### config.mk
export PLATFORM = sky130hd
export DESIGN_NAME = rr_bus_arbiter
export DESIGN_NICKNAME = d
export VERILOG_FILES = /design/src/rtl/rr_bus_arbiter_pkg.sv /design/src/rtl/decoder_4_16.sv /design/src/rtl/rr_bus_arbiter.sv
export SDC_FILE = /design/constraint.sdc
export NUM_CORES = 1
export LEC_CHECK = 0
export ABC_AREA = 1
export ABC_CLOCK_PERIOD_IN_PS = 2800
export CORE_ASPECT_RATIO = 1.4
export CORE_MARGIN = 2
export CORE_UTILIZATION = 50
export CTS_CLUSTER_DIAMETER = 60
export DETAILED_ROUTE_END_ITERATION = 10
export GPL_TIMING_DRIVEN = 0
export PLACE_DENSITY = 0.87
export SLEW_MARGIN = 10
export SYNTH_ARGS = -nofsm -noshare
export SYNTH_HDL_FRONTEND = slang
export SYNTH_HIERARCHICAL = 1
export SYNTH_SLANG_ARGS = --single-unit
### constraint.sdc
create_clock -name clock -period 2.8 [get_ports clock]
set_input_delay 0.42 -clock clock [delete_from_list [all_inputs] [get_ports clock]]
set_output_delay 0.42 -clock clock [all_outputs]
set_load 0.01 [all_outputs]
### src/rtl/rr_bus_arbiter_pkg.sv
// Purpose: shared constants and state encoding for the internal-bus round-robin arbiter.
// Latency: n/a (declarations only).
// Backpressure: n/a.
package rr_bus_arbiter_pkg;

    // Bus drivers: register-file outputs, PC, MDR, ALU result and friends.
    localparam int N_REQ = 16;
    localparam int IDX_W = 4;

    // Arbiter FSM encoding.
    typedef enum logic [1:0] {
        IDLE = 2'd0,
        OWN  = 2'd1,
        GAP  = 2'd2
    } arb_state_t;

endpackage

### src/rtl/decoder_4_16.sv
// Purpose: expand a 4-bit driver index into a 16-bit one-hot vector.
// Latency: combinational.
// Backpressure: none.
module decoder_4_16 (
    input  logic [3:0]  sel,
    output logic [15:0] onehot
);

    // Exactly one output bit set for every index value.
    always_comb begin
        onehot      = '0;
        onehot[sel] = 1'b1;
    end

endmodule

### src/rtl/rr_bus_arbiter.sv
// Purpose: round-robin owner selection for the shared internal bus, with hold limit.
// Latency: one cycle from request sample to grant; one turnaround cycle between owners.
// Backpressure: owner keeps the bus until it releases, drops its request or hits MAX_HOLD.
module rr_bus_arbiter
    import rr_bus_arbiter_pkg::*;
#(
    parameter int MAX_HOLD = 8,  // 0 disables the hold limit
    parameter int HOLD_W   = 4   // needs 2**HOLD_W > MAX_HOLD
) (
    input  logic             clock,
    input  logic             clear,
    input  logic [15:0]      req,
    // "release" is a reserved word in SystemVerilog, hence the prefix.
    input  logic             bus_release,
    output logic [15:0]      grant,
    output logic [3:0]       grant_idx,
    output logic             grant_valid,
    output logic             timeout
);

    localparam logic [HOLD_W-1:0] HOLD_LIM = HOLD_W'(MAX_HOLD);

    arb_state_t         state;
    logic [IDX_W-1:0]   ptr;
    logic [HOLD_W-1:0]  hold;

    logic [N_REQ-1:0]   masked;
    logic [IDX_W-1:0]   winner;
    logic               limit_hit;
    logic               owner_drop;
    logic               own_end;
    logic [N_REQ-1:0]   idx_onehot;

    // Lowest set bit of a request vector; callers guarantee a non-zero input
    // whenever the result is used.
    function automatic logic [IDX_W-1:0] first_set(input logic [N_REQ-1:0] v);
        logic [IDX_W-1:0] r;
        r = '0;
        for (int i = N_REQ - 1; i >= 0; i--) begin
            if (v[i]) r = IDX_W'(i);
        end
        return r;
    endfunction

    // Rotating priority: search from ptr upward first, then wrap to the bottom.
    always_comb begin
        masked = req & ({N_REQ{1'b1}} << ptr);
        if (|masked) winner = first_set(masked);
        else         winner = first_set(req);
    end

    // Ownership-end causes; the timeout only counts when it is the sole cause.
    always_comb begin
        limit_hit  = (MAX_HOLD != 0) && (hold == HOLD_LIM);
        owner_drop = !req[grant_idx];
        own_end    = bus_release || owner_drop || limit_hit;
    end

    // Arbitration FSM with registered outputs; pointer moves past each winner.
    always_ff @(posedge clock or posedge clear) begin
        if (clear) begin
            state       <= IDLE;
            grant_idx   <= '0;
            grant_valid <= 1'b0;
            timeout     <= 1'b0;
            ptr         <= '0;
            hold        <= '0;
        end else begin
            timeout <= 1'b0;
            case (state)
                IDLE, GAP: begin
                    if (|req) begin
                        state       <= OWN;
                        grant_idx   <= winner;
                        grant_valid <= 1'b1;
                        ptr         <= winner + IDX_W'(1);
                        hold        <= HOLD_W'(1);
                    end else begin
                        state <= IDLE;
                    end
                end
                OWN: begin
                    if (own_end) begin
                        state       <= GAP;
                        grant_idx   <= '0;
                        grant_valid <= 1'b0;
                        hold        <= '0;
                        timeout     <= limit_hit && !bus_release && !owner_drop;
                    end else if (hold != '1) begin
                        hold <= hold + HOLD_W'(1);
                    end
                end
                default: begin
                    state       <= IDLE;
                    grant_idx   <= '0;
                    grant_valid <= 1'b0;
                    hold        <= '0;
                end
            endcase
        end
    end

    decoder_4_16 u_dec (
        .sel    (grant_idx),
        .onehot (idx_onehot)
    );

    // Bus enables come only from registered state, gated by ownership.
    always_comb begin
        grant = idx_onehot & {N_REQ{grant_valid}};
    end

endmodule
==> results.tsv, run 1 <==
metric	value	unit
overflow	0	
switchingPower	892	µW
synth.avg_cell_area	5.88	µm²
synthArstFlopShare	100	%
floorplan.rows	24	
port_buffers	40	
die_h	72.1	µm
vias_per_cell	5.21	
drtAntennaViolNets	0	
drive_above_1_share	8.90	%
pwr-share-clk	11.4	%
antenna_found_initial	0	
finalSetupViolCount	0	
drt-pass1-iter-count	4	
routed_wl	4.40	mm
syn_area	1660	µm²
dp_hpwl	3.59	mm
post_drt_wl_per_cell	12.1	µm
insertedDiodeCount	0	
p_int	877	µW
hold_viol_final	0	
areaGrowthSynthToFinish	30.4	%
cts_resized	0	
p_leak	1.13	nW
outcome	completed	
worstPathRequired	2930	ps
clock-skew-final	0.612	ps
cts_tree	yes	
initial_core_util	52.6	%
dr.first_iter.drc_count	86	
placedCellCount	361	
synth_warnings	6	
worst_pin_slew	587	ps
post-cts-setup-buffers	0	
clock_sinks	16	
rsz0062_at_grt	false	
clk_latency	250	ps
synth_edf_count	0	
gp_congestion	0.920	
synth_common_cells	77 x nand2_1, 55 x inv_1, 30 x nor2_1	
ioPinCount	41	
htreeDepth	1	
ys_top_cells_by_area	dfrtp_1 24%, nand2_1 17%, inv_1 12%	
reg2reg_depth	12	
fill_cells	313	
synth.net_count	304	
min_period_over_period	85.1	%
fin_nets	349	
grt_max_degree	17	
min_path_type	flop to flop	
maxCapViolations	0	
power_density	818	nW/µm²
cts_made_buffers	3	
clk_pin_slew	60	ps
final_max_slew_viol_count	0	
criticalPathCategory	input port to flop	
crit_arrival	2520	ps
yosysSeqAreaShare	24.2	%
max_freq	419	MHz
core	3150	µm²
ys_types	31	
switching_share	50.4	%
worstPathMaxFanout	4	
postSynthCellCount	282	
seqPwrFrac	23.2	%
layout.cells.non_filler	365	
hold_depth	3	
synth.most_common_cell	nand2_1	
vias	1900	
hold_ws	509	ps
grt_pass1_vias	1699	
vdd_drop_max	0.540	mV
slew_headroom	60.8	%
yosysTopAreaCell	dfrtp_1	
dieArea	3800	µm²
die_w	52.7	µm
root_buffer	clkbuf_8	
cts_hold_buf	0	
combPwrFrac	65.3	%
grt_usage	25.1	%
worstSetupEndpointType	flop	
period_needed	2380	ps
synth-seq-cells	16	
yosysTopAreaCellShare	24.2	%
drc	0	
clock_path_buffers	2	
rrSetupSlack	590	ps
finalSetupTns	0	ps
start_kind	input port	
ys.flop_type	dfrtp_1	
grt_pass1_wl	7.25	mm
-- cell type report --
class,instances,area [µm²],share of cell area [%]
Multi-Input combinational cell,202,1010,46.7
Clock buffer,4,55.1,2.55
Inverter,60,225,10.4
Timing Repair Buffer,40,400,18.5
Tap cell,39,48.8,2.26
Buffer,4,22.5,1.04
Sequential cell,16,400,18.5
-- power groups by stage --
| stage | registers (mW) | clock network [mW] | logic, mW |
|---|---|---|---|
| 6_report | 0.411 | 0.202 | 1.16 |
| 5_1_grt | 0.427 | 0.211 | 1.30 |
| 4_1_cts | 0.409 | 0.204 | 1.16 |
| 3_5_place_dp | 0.411 | 0 | 1.14 |
| 3_3_place_gp | 0.409 | 0 | 1.12 |
| 2_1_floorplan | 0.407 | 0 | 0.808 |
-- metrics by stage --
step	cell area [µm²]	setup slack (ps)	total power [mW]	utilization, %
after floorplan	1660	823	1.22	-
after global placement	2110	169	1.53	66.8
after detailed placement	2110	138	1.55	66.8
after CTS	2160	407	1.77	68.6
after global routing	2160	256	1.94	68.6
final	2160	416	1.77	68.6
-- kinds of logic (layout without fill, tap and decap cells) --
logic type | Yosys count | after routing | synth area share (%)
AND/OR/NAND/NOR | 152 | 152 | 42.0
buffers and inverters | 64 | 108 | 14.9
AO/OA/AOI/OAI | 45 | 45 | 15.5
flip-flops | 16 | 16 | 24.2
adder cells (fa/ha/maj) | 3 | 3 | 2.26
XOR/XNOR | 2 | 2 | 1.06
-- worst paths after layout --
kind	start	to
setup / recovery	req[5]	ptr[2]$_DFFE_PP0P_
hold / removal	state[1]$_DFFE_PP0P_	state[1]$_DFFE_PP0P_
setup reg to reg	ptr[2]$_DFFE_PP0P_	ptr[2]$_DFFE_PP0P_
hold reg to reg	state[1]$_DFFE_PP0P_	state[1]$_DFFE_PP0P_
max in group asynchronous	clear	grant_idx[0]$_DFFE_PP0P_
min in group asynchronous	clear	hold[2]$_DFFE_PP0P_
-- routing by layer --
metal	up-vias	global-route usage, %	wire, µm
li1	979	-	-
met5	-	0	0
met3	9	1.23	173
met1	857	29.2	1810
met2	55	47.2	2340
met4	0	8.55	77
-- cells in the final DEF (no fill, tap or decap), drive strengths merged, types with 6 or more instances in the layout --
cell type	count
clkbuf	6
nand2	83
nand3	19
o21ai	24
inv	60
clkdlybuf4s50	40
nor3	6
nor2	35
a21oi	12
dfrtp	16
nor4	6
-- registers in the layout, indices dropped and copies added (netlist names) --
register     flops
grant_idx        4
grant_valid      1
hold             4
ptr              4
state            2
timeout          1
-- worst max-delay path, stage by stage --
cell	delay (ps)
clkdlybuf4s50_1	490
inv_1	80
nor3_1	450
nor2_1	120
nand2_1	100
nand2_1	50
nand3_1	70
o21a_1	200
inv_1	60
ha_1	190
o211ai_1	180
o21ai_1	90
Note: power is estimated with default switching activity, not from simulation.
==> run 2: changes to the inputs <==
--- a/config.mk
+++ b/config.mk
@@ -19,3 +19,4 @@
 export SYNTH_HDL_FRONTEND = slang
 export SYNTH_HIERARCHICAL = 1
 export SYNTH_SLANG_ARGS = --single-unit
+export TNS_END_PERCENT = 100
==> results of run 2 <==
Final layout, timing and power as in run 1 (identical DEF).
==> run 3: changes to the inputs <==
--- a/config.mk
+++ b/config.mk
@@ -8,7 +8,7 @@
 export ABC_AREA = 1
 export ABC_CLOCK_PERIOD_IN_PS = 2800
 export CORE_ASPECT_RATIO = 1.4
-export CORE_MARGIN = 2
+export CORE_MARGIN = 3
 export CORE_UTILIZATION = 50
 export CTS_CLUSTER_DIAMETER = 60
 export DETAILED_ROUTE_END_ITERATION = 10
==> results.tsv, run 3 (same netlist as run 1, synthesis figures left out) <==
metric	value	unit
clock_path_buffers	2	
fin_ws	390	ps
cts_hold_buf	0	
worst_pin_slew	595	ps
worstPathCellList	clkdlybuf4s50_1 > inv_1 > nor3_1 > nor2_1 > nand2_1 > nand2_1 > nand3_1 > o21a_1 > inv_1 > ha_1 > o211ai_1 > o21ai_1	
rr_startpoint	ptr[2]$_DFFE_PP0P_	
crit_arrival	2540	ps
ioPinCount	41	
reg2reg_depth	12	
p_leak	1.13	nW
areaGrowthSynthToFinish	30.4	%
setup.worst_path.start	req[5]	
insertedDiodeCount	0	
r2r-end	ptr[2]$_DFFE_PP0P_	
worstSetupEndpointType	flop	
core	3150	µm²
cts_resized	0	
slowest_delay	480	ps
post-cts-setup-buffers	0	
drc	0	
post_drt_wl_per_cell	12.0	µm
final_max_slew_viol_count	0	
die_w	54.7	µm
fin_nets	349	
hold_viol_final	0	
outcome	completed	
dr.first_iter.drc_count	45	
dieArea	4050	µm²
die_h	74.1	µm
layout_common_cells	77 x nand2_1, 55 x inv_1, 40 x clkdlybuf4s50_1, 30 x nor2_1, 18 x nand3_1	
period_needed	2410	ps
floorplan.rows	24	
dp_hpwl	3.65	mm
final_common_cell	nand2_1	
drive_above_1_share	8.90	%
max_freq	415	MHz
dpl_worst_slack	142	ps
cts_made_buffers	3	
power_density	816	nW/µm²
gp_congestion	0.937	
min_path_type	input port to asynchronous set/reset pin	
vias	1862	
hold_ws	538	ps
maxCapViolations	0	
htreeDepth	1	
grt_pass1_vias	1749	
cts_tree	yes	
worstPathMaxFanout	4	
antenna_found_initial	0	
vdd_drop_max	0.546	mV
grt_pass1_wl	7.20	mm
grt_max_degree	17	
criticalPathCategory	input port to flop	
finalSetupTns	0	ps
vias_per_cell	5.10	
drtAntennaViolNets	0	
finalCoreUtilization	68.6	%
cp-endpoint	ptr[2]$_DFFE_PP0P_	
start_kind	input port	
slew_headroom	60.3	%
initial_core_util	52.6	%
overflow	0	
port_buffers	40	
clock-skew-final	0.923	ps
routed_wl	4.37	mm
slowest_stage	clkdlybuf4s50_1	
clock_sinks	16	
largest_registers	grant_idx (4), hold (4), ptr (4)	
clk_latency	250	ps
min_period_over_period	86.1	%
root_buffer	clkbuf_8	
worstPathRequired	2930	ps
rrSetupSlack	560	ps
grt_usage	23.4	%
clk_pin_slew	60	ps
drt-pass1-iter-count	4	
finalSetupViolCount	0	
rsz0062_at_grt	false	
-- run 3: cell counts in the layout (fill, tap and decap cells not counted) --
Identical to the previous run, type by type.
-- run 3: metal layers --
| metal | global-route usage (%) | part of all wire (%) | vias to the layer above |
|---|---|---|---|
| li1 | - | - | 977 |
| met3 | 2.40 | 4.1 | 15 |
| met5 | 0 | 0 | - |
| met4 | 11.1 | 2.8 | 0 |
| met2 | 42.1 | 51 | 52 |
| met1 | 26.5 | 42 | 818 |
-- run 3: worst min-delay path by stage --
stage	to	startpoint	cells after the start	slack, ps
floorplan	grant_idx[0]$_DFFE_PP0P_	clear	1	330
global placement	state[1]$_DFFE_PP0P_	state[1]$_DFFE_PP0P_	3	490
detailed placement	state[1]$_DFFE_PP0P_	state[1]$_DFFE_PP0P_	3	510
CTS	grant_idx[1]$_DFFE_PP0P_	state[0]$_DFFE_PP0P_	1	540
global route	ptr[3]$_DFFE_PP0P_	clear	2	580
finish	hold[0]$_DFFE_PP0P_	clear	2	540
-- run 3: critical path: cells and delay by family --
family          cells  cell delay, ps
compound gates      3             460
buf+inv             3             640
fa+ha+maj           1             200
simple gates        5             820
-- run 3: layout make-up --
class	count	area [µm²]
plain buffers	4	22.5
clock buffers	4	55.1
fillers	306	991
inverters	60	225
multi-input cells	202	1010
flip-flops and latches	16	400
well taps	39	48.8
repair buffers	40	400
-- run 3: power breakdown --
part	internal [mW]	switching (mW)	total (mW)	leakage (nW)
combinational	0.438	0.716	1.15	0.894
sequential	0.317	0.0940	0.411	0.204
clock	0.125	0.0744	0.199	0.0288
-- run 3: metrics by stage --
stage | instance area [µm²] | cells | power [mW]
2_1_floorplan | 1660 | 282 | 1.22
3_3_place_gp | 2110 | 361 | 1.53
3_5_place_dp | 2110 | 361 | 1.56
4_1_cts | 2160 | 365 | 1.77
5_1_grt | 2160 | 365 | 1.94
6_report | 2160 | 365 | 1.76
==> edit (config.mk and constraints of run 2) <==
`HOLD_W`: 4 -> 6.
--- a/src/rtl/rr_bus_arbiter.sv
+++ b/src/rtl/rr_bus_arbiter.sv
@@ -6,5 +6,5 @@
 #(
     parameter int MAX_HOLD = 8,  // 0 disables the hold limit
-    parameter int HOLD_W   = 4   // needs 2**HOLD_W > MAX_HOLD
+    parameter int HOLD_W   = 6   // needs 2**HOLD_W > MAX_HOLD
 ) (
     input  logic             clock,
Formal check against the unedited RTL: same outputs for any inputs over 10 cycles, from zero or initial values; that may be too few to reach the edited logic, so the function may still have changed.
==> edit against run 2 <==
Setup slack improved by 0.0037 ns; clock power rose by 3%; count of clock-buffer cells in the layout did not move; via count rose by 5.7%; cell area rose by 4.3%; sequential cell count rose by 2; total power fell by 4.2%; synthesized area rose by 5.5%; final cell count rose by 4.7%; routed wire length rose by 5.4%; clock skew rose by 0.00069 ns.
==> edit: results (changes against run 2) <==
Finish
Biggest regs: hold x6, grant_idx x4, ptr x4 (was grant_idx x4, hold x4, ptr x4). The count of placed standard cells in the final layout, fillers left out came to 382 (was 365). The total of fill cells in the finished design is 312 (was 313).

The number of nets in the finished design was 365 (was 349).

Timing
The clock tree skew after final layout came to 0.001300 ns (was 0.0006119 ns). The final-layout worst hold slack is 0.4427 ns (was 0.5092 ns). The max-slew headroom at the worst pin is 55.60% (was 60.82%).

GRT
The overall fraction of global-route tracks in use is 24.54% (was 25.08%). The maximum number of pins on one net before global-route repair is 19 (was 17). The number of global-route vias before repair is 1,847 (was 1,699). The first-pass GRT wire length is 7452 µm (was 7251 µm).

Critical path
The biggest cell delay along the critical path came to 0.52 ns (was 0.49 ns). The largest fanout of any net on the critical path was 5 (was 4). The depth of the worst register-to-register path was 19 (was 12). The worst path arrival time is 2.51 ns (was 2.52 ns).

Route
The number of DRC markers after the initial detailed-route iteration is 78 (was 86). The number of vias per cell is 5.257 (was 5.205).

Hold path
The destination of the worst hold path is timeout$_DFF_PP0_ (was state[1]$_DFFE_PP0P_).

Logic synthesis
The total nets after synthesis is 320 (was 304). The average size of a mapped cell is 5.870 µm² (was 5.879 µm²). Most instantiated cells after synthesis: nand2_1 (77), inv_1 (61), nor2_1 (33) (was nand2_1 (77), inv_1 (55), nor2_1 (30)). The share of synthesized area occupied by flip-flops and latches was 25.75% (was 24.15%). Top area cells in the synthesized netlist: dfrtp_1 (26%), nand2_1 (17%), inv_1 (13%) (was dfrtp_1 (24%), nand2_1 (17%), inv_1 (12%)).

Outcome
Status: complete, no violations (unchanged).

Power
The peak supply drop is 0.5583 mV (was 0.5397 mV). The static leakage was 0.001178 µW (was 0.001127 µW).

Placement
The worst setup timing slack at the placement stage is 0.2017 ns (was 0.1376 ns). The final weighted congestion of routability-driven global placement is 1.012 (was 0.9197). The total half-perimeter wirelength after legalization and detailed placement is 3784 µm (was 3592 µm).
[edit: report_power, final]
group          internal (µW)  switching [µW]
combinational            404             639
sequential               343             100
clock                    125            83.3
total                    872             822
[edit: kinds of logic after synthesis]
family,after synthesis,share of synthesized area (%)
flip-flops,18,25.75
AO/OA/AOI/OAI,55,17.31
adder cells (fa/ha/maj),3,2.146
XOR/XNOR,1,0.5008
AND/OR/NAND/NOR,152,38.84
buffers and inverters,69,15.45
[edit: metrics by stage]
stage	cell area (µm²)	total power (µW)
after floorplan	1749	1146
after global placement	2200	1443
after detailed placement	2200	1477
after CTS	2255	1691
after global routing	2255	1862
final	2255	1694
[edit: cell type report]
cell class                      instances  share of cell area, %
Buffer                                  4                  1.165
Clock buffer                            4                  2.442
Inverter                               65                  10.82
Multi-Input combinational cell        211                  45.62
Sequential cell                        18                  19.98
Tap cell                               40                  2.220
Timing Repair Buffer                   40                  17.76
[edit: how the worst max path moves through the flow]
stage / from / to / slack [ns]
CTS: req[15] / ptr[1]$_DFFE_PP0P_ / 0.46
global route: req[14] / ptr[2]$_DFFE_PP0P_ / 0.18
floorplan: ptr[3]$_DFFE_PP0P_ / ptr[2]$_DFFE_PP0P_ / 0.85
global placement: req[14] / ptr[2]$_DFFE_PP0P_ / 0.23
finish: req[15] / ptr[1]$_DFFE_PP0P_ / 0.42
detailed placement: req[14] / ptr[2]$_DFFE_PP0P_ / 0.20
[edit: per-layer routing]
layer | track usage [%] | part of all wire, % | vias up
met3 | 2.008 | 4.9 | 7
met5 | 0 | 0 | -
met4 | 8.889 | 1.3 | 0
met1 | 28.44 | 42 | 903
li1 | - | - | 1024
met2 | 45.66 | 52 | 74
[edit: critical path: cells and delay by family]
| family | cells | cell delay (ns) |
|---|---|---|
| buffers and inverters | 2 | 0.61 |
| AO/OA/AOI/OAI | 8 | 0.91 |
| adder cells (fa/ha/maj) | 1 | 0.26 |
| AND/OR/NAND/NOR | 3 | 0.30 |
